$ cat src/rtl/alua_sched.sv
// ALU A-input mux control scheduler: arbitrates decoder single-cycle selects against
// atomic interrupt/restart sequences (SP-1, SP-1, vector load) and owns alua_reg.
module alua_sched #(
  parameter int unsigned AW    = 15,
  parameter int unsigned B_ONE = 0,
  parameter int unsigned B_M1  = 1,
  parameter int unsigned B_INT = 12,
  parameter int unsigned B_RST = 14
) (
  input  logic          clkc,
  input  logic          reset,
  input  logic          stall,
  input  logic          int_req,
  input  logic          rst_req,
  input  logic          dec_req,
  input  logic [AW-1:0] dec_sel,
  output logic          int_gnt,
  output logic          rst_gnt,
  output logic          dec_gnt,
  output logic          seq_done,
  output logic          busy,
  output logic          sel_err,
  output logic [AW-1:0] alua_reg
);

  // Source indices must be distinct and inside the control word.
  if (B_ONE >= AW || B_M1 >= AW || B_INT >= AW || B_RST >= AW ||
      B_ONE == B_M1 || B_INT == B_RST || B_M1 == B_INT || B_M1 == B_RST) begin : g_bad_param
    $error("alua_sched: invalid mux source bit indices");
  end

  localparam logic [AW-1:0] SEL_M1  = AW'(1) << B_M1;
  localparam logic [AW-1:0] SEL_INT = AW'(1) << B_INT;
  localparam logic [AW-1:0] SEL_RST = AW'(1) << B_RST;

  typedef enum logic [1:0] {IDLE, STEP2, STEP3} state_t;

  state_t state;
  logic   seq_is_rst;
  logic   sel_multi;

  assign sel_multi = (dec_sel & (dec_sel - AW'(1))) != '0;

  always_ff @(posedge clkc or posedge reset) begin
    if (reset) begin
      state      <= IDLE;
      seq_is_rst <= 1'b0;
      alua_reg   <= '0;
      int_gnt    <= 1'b0;
      rst_gnt    <= 1'b0;
      dec_gnt    <= 1'b0;
      seq_done   <= 1'b0;
      busy       <= 1'b0;
      sel_err    <= 1'b0;
    end else begin
      // Pulses clear every edge, stalled or not, so they never stretch.
      int_gnt  <= 1'b0;
      rst_gnt  <= 1'b0;
      dec_gnt  <= 1'b0;
      seq_done <= 1'b0;
      sel_err  <= 1'b0;
      if (!stall) begin
        case (state)
          IDLE: begin
            if (int_req) begin
              alua_reg   <= SEL_M1;
              int_gnt    <= 1'b1;
              seq_is_rst <= 1'b0;
              busy       <= 1'b1;
              state      <= STEP2;
            end else if (rst_req) begin
              alua_reg   <= SEL_M1;
              rst_gnt    <= 1'b1;
              seq_is_rst <= 1'b1;
              busy       <= 1'b1;
              state      <= STEP2;
            end else if (dec_req) begin
              dec_gnt <= 1'b1;
              if (sel_multi) begin
                alua_reg <= '0;
                sel_err  <= 1'b1;
              end else begin
                alua_reg <= dec_sel;
              end
            end else begin
              alua_reg <= '0;
            end
          end
          STEP2: begin
            alua_reg <= SEL_M1;
            state    <= STEP3;
          end
          STEP3: begin
            alua_reg <= seq_is_rst ? SEL_RST : SEL_INT;
            seq_done <= 1'b1;
            busy     <= 1'b0;
            state    <= IDLE;
          end
          default: begin
            alua_reg <= '0;
            busy     <= 1'b0;
            state    <= IDLE;
          end
        endcase
      end
    end
  end

endmodule
$ cat config.mk
export PLATFORM = sky130hd
export DESIGN_NAME = alua_sched
export DESIGN_NICKNAME = d
export VERILOG_FILES = /design/src/rtl/alua_sched.sv
export SDC_FILE = /design/constraint.sdc
export NUM_CORES = 1
export LEC_CHECK = 0
export CORE_ASPECT_RATIO = 0.5
export CORE_MARGIN = 8
export CORE_UTILIZATION = 48
export CTS_CLUSTER_DIAMETER = 200
export DETAILED_ROUTE_END_ITERATION = 10
export PLACE_DENSITY = 0.84
export SYNTH_ARGS = -nofsm -noshare
export SYNTH_HDL_FRONTEND = slang
export SYNTH_SLANG_ARGS = --single-unit
$ cat constraint.sdc
create_clock -name clkc -period 2.9 [get_ports clkc]
set_input_delay 0.58 -clock clkc [delete_from_list [all_inputs] [get_ports clkc]]
set_output_delay 0.58 -clock clkc [all_outputs]
set_load 0.02 [all_outputs]
==> results.yml <==
floorplanning:
  die_x_um: 88.24
  die_area_um2: 4599
  fp-row-count: 13
  die_y_um: 52.12
  ioPinCount: 42
  coreArea_um2: 2537
  start_util_pct: 49.36
sta:
  setup_tns_ns: 0
  fmax_mhz: 389.7
  drv_slew: 0
  min_period_over_period_pct: 88.48
  hold_viol_final: 0
  setup_viol: 0
  tightestPinTransition_ns: 0.8961
  clock-skew-final_ns: 0.002272
  rsz0062_at_grt: "no"
  layout_min_cycle_time_ns: 2.566
  relSlewSlack_pct: 40.19
clock_network:
  cts_max_level: 1
  cts_sinks: 24
  cts_buffers: 3
  root_buffer: "clkbuf_8"
  path_clk_slew_ns: 0.09
  insertion_delay_ns: 0.27
  cts_tree: "built"
  post_cts_resized: 0
  ctsHoldBuffers: 0
  clockBufferDepth: 2
  cts_setup_buffers: 0
yosys:
  synth_top_area_share_pct: 47.95
  synthCells: 125
  synth_area_leader_cell: "dfrtp_1"
  ys_ff_latch: 24
  yosysWarnings: 0
  syn_area_um2: 1252
  synth_nets: 146
  synthTopCellsByArea: "dfrtp_1 48%, nand2_1 9.9%, o31ai_2 8.0%"
  ys_types: 34
  syn_avg_cell_area_um2: 10.02
  ys_seq_area_share_pct: 47.95
final_layout:
  stdcell_area_um2: 1780
  fillerInstances: 196
  nNetsFinal: 192
  diodes: 0
  drive_above_1_share_pct: 14.71
  stdcell_count: 207
  largest_reg_flops: 15
  areaGrowthSynthToFinish_pct: 42.16
setup_path:
  worstPathArrival_ns: 2.72
  crit_required_ns: 3.06
  max_stage_delay_ns: 0.49
  path_cells: "clkdlybuf4s50_1 > nor4_4 > nand3b_2 > a2111oi_2 > nor2_2 > o31a_2"
  crit_fanout: 15
  cp_slowest_cell: "clkdlybuf4s50_1"
  start_kind: "primary input"
  end_kind: "register"
  critPathKind: "in -> reg"
placed_design:
  dpl-instance-area_um2: 1709
  port_buffers: 41
  place_congestion: 0.9411
  hpwl_um: 2317
  dp.cells: 203
route:
  drc_errors: 0
  vias_per_cell: 5.406
  drt-met1-wl_um: 1489
  wire_per_inst_um: 14.94
  dr_wl_met2_um: 1424
  dr.pass1.iters: 4
  wl_um: 3093
  top_layer: "met4"
  num_vias: 1119
  met3_length_um: 160
  drt_iter0_markers: 54
  antenna_left: 0
global_route:
  grt_pass1_wl_um: 5299
  antenna_found_initial: 0
  grt_usage_pct: 14.57
  grt_max_degree: 25
  grt_overflow: 0
  grt_pass1_vias: 1217
power:
  p_leak_nw: 0.7122
  peakVddDrop_v: 0.0002846
  cellPowerDensity_nw_per_um2: 492.4
flow_run:
  max-cap-violations: 0
min_path:
  holdCritPathClass: "reg -> reg"
outcome:
  status: "finished clean"
report_power, final:
part	switching [mW]	internal [mW]	total, mW
logic	0.0976	0.0899	0.187
clock network	0.111	0.185	0.296
registers	0.0251	0.368	0.393
total	0.234	0.643	0.877
cells by family after synthesis:
logic type	after synthesis	synth area share [%]
simple gates	59	23.18
flops	24	47.95
buf+inv	10	5.494
compound gates	32	23.38
worst paths after layout:
path	cells past startpoint	slack, ns	to	from
max	6	0.33	sel_err$_DFF_PP0_	dec_sel[3]
min	2	0.49	alua_reg[13]$_DFFE_PP0N_	alua_reg[13]$_DFFE_PP0N_
max reg2reg	6	1.11	alua_reg[10]$_DFFE_PP0N_	state[0]$_DFFE_PP0P_
min reg2reg	2	0.49	alua_reg[13]$_DFFE_PP0N_	alua_reg[13]$_DFFE_PP0N_
max in group asynchronous	2	1.55	int_gnt$_DFF_PP0_	reset
min in group asynchronous	2	0.80	alua_reg[3]$_DFFE_PP0N_	reset
Yosys cell counts:
library cell	instances
a31oi_1	1
o21ai_0	1
or3_1	2
nand4b_1	1
or4b_2	1
o31ai_4	1
nor2_1	9
nand3b_2	1
inv_1	5
a21oi_1	4
o31ai_1	4
o21bai_1	1
nor4_1	2
buf_6	4
and3_2	1
buf_2	1
o31ai_2	8
o2bb2ai_1	1
nor3b_1	1
a211oi_1	4
nand2_1	33
nand3_1	1
or4_1	1
nand4_1	1
dfrtp_1	24
o31a_2	1
o211ai_1	1
a2111oi_2	1
nor4_4	1
and2_1	1
a22oi_1	3
nor3_1	2
nor2_2	1
a22o_1	1
through the flow:
stage | util (%) | hold WS [ns] | setup WS, ns | power, mW
finish | 70.17 | 0.4858 | 0.3339 | 0.8767
floorplan | - | 0.4704 | 0.8823 | 0.4902
global route | 70.17 | 0.5298 | 0.1762 | 0.9162
global placement | 67.36 | 0.4710 | 0.1706 | 0.5834
detailed placement | 67.36 | 0.4715 | 0.05006 | 0.5890
CTS | 70.17 | 0.4919 | 0.3389 | 0.8831
placed cells by master, fill, tap and decap left out, types with 4 or more instances in the layout:
| cell | netlist | routed |
|---|---|---|
| a211oi_1 | 4 | 4 |
| a21oi_1 | 4 | 4 |
| buf_4 | 0 | 4 |
| clkdlybuf4s50_1 | 0 | 41 |
| dfrtp_1 | 24 | 24 |
| inv_1 | 5 | 5 |
| nand2_1 | 33 | 33 |
| nor2_1 | 9 | 9 |
| o31ai_1 | 4 | 4 |
| o31ai_2 | 8 | 8 |
final cells by class:
cell class | instances | area [um^2] | area share, %
Sequential cell | 24 | 600.6 | 33.73
Multi-Input combinational cell | 91 | 583.1 | 32.75
Timing Repair Buffer | 46 | 460.4 | 25.86
Tap cell | 37 | 46.29 | 2.600
Clock buffer | 3 | 41.29 | 2.319
Clock inverter | 1 | 30.03 | 1.687
Inverter | 5 | 18.77 | 1.054
critical path: cells and delay by family:
| family | cells | cell delay [ns] |
|---|---|---|
| compound gates | 2 | 0.81 |
| simple gates | 3 | 0.83 |
| buf+inv | 1 | 0.49 |
metal layers:
| metal | vias up | global-route usage [%] |
|---|---|---|
| met5 | - | 0 |
| met4 | 0 | 5.817 |
| met3 | 2 | 4.232 |
| met2 | 27 | 24.23 |
| met1 | 547 | 17.53 |
| li1 | 543 | - |
Note: power is estimated with default switching activity, not from simulation.
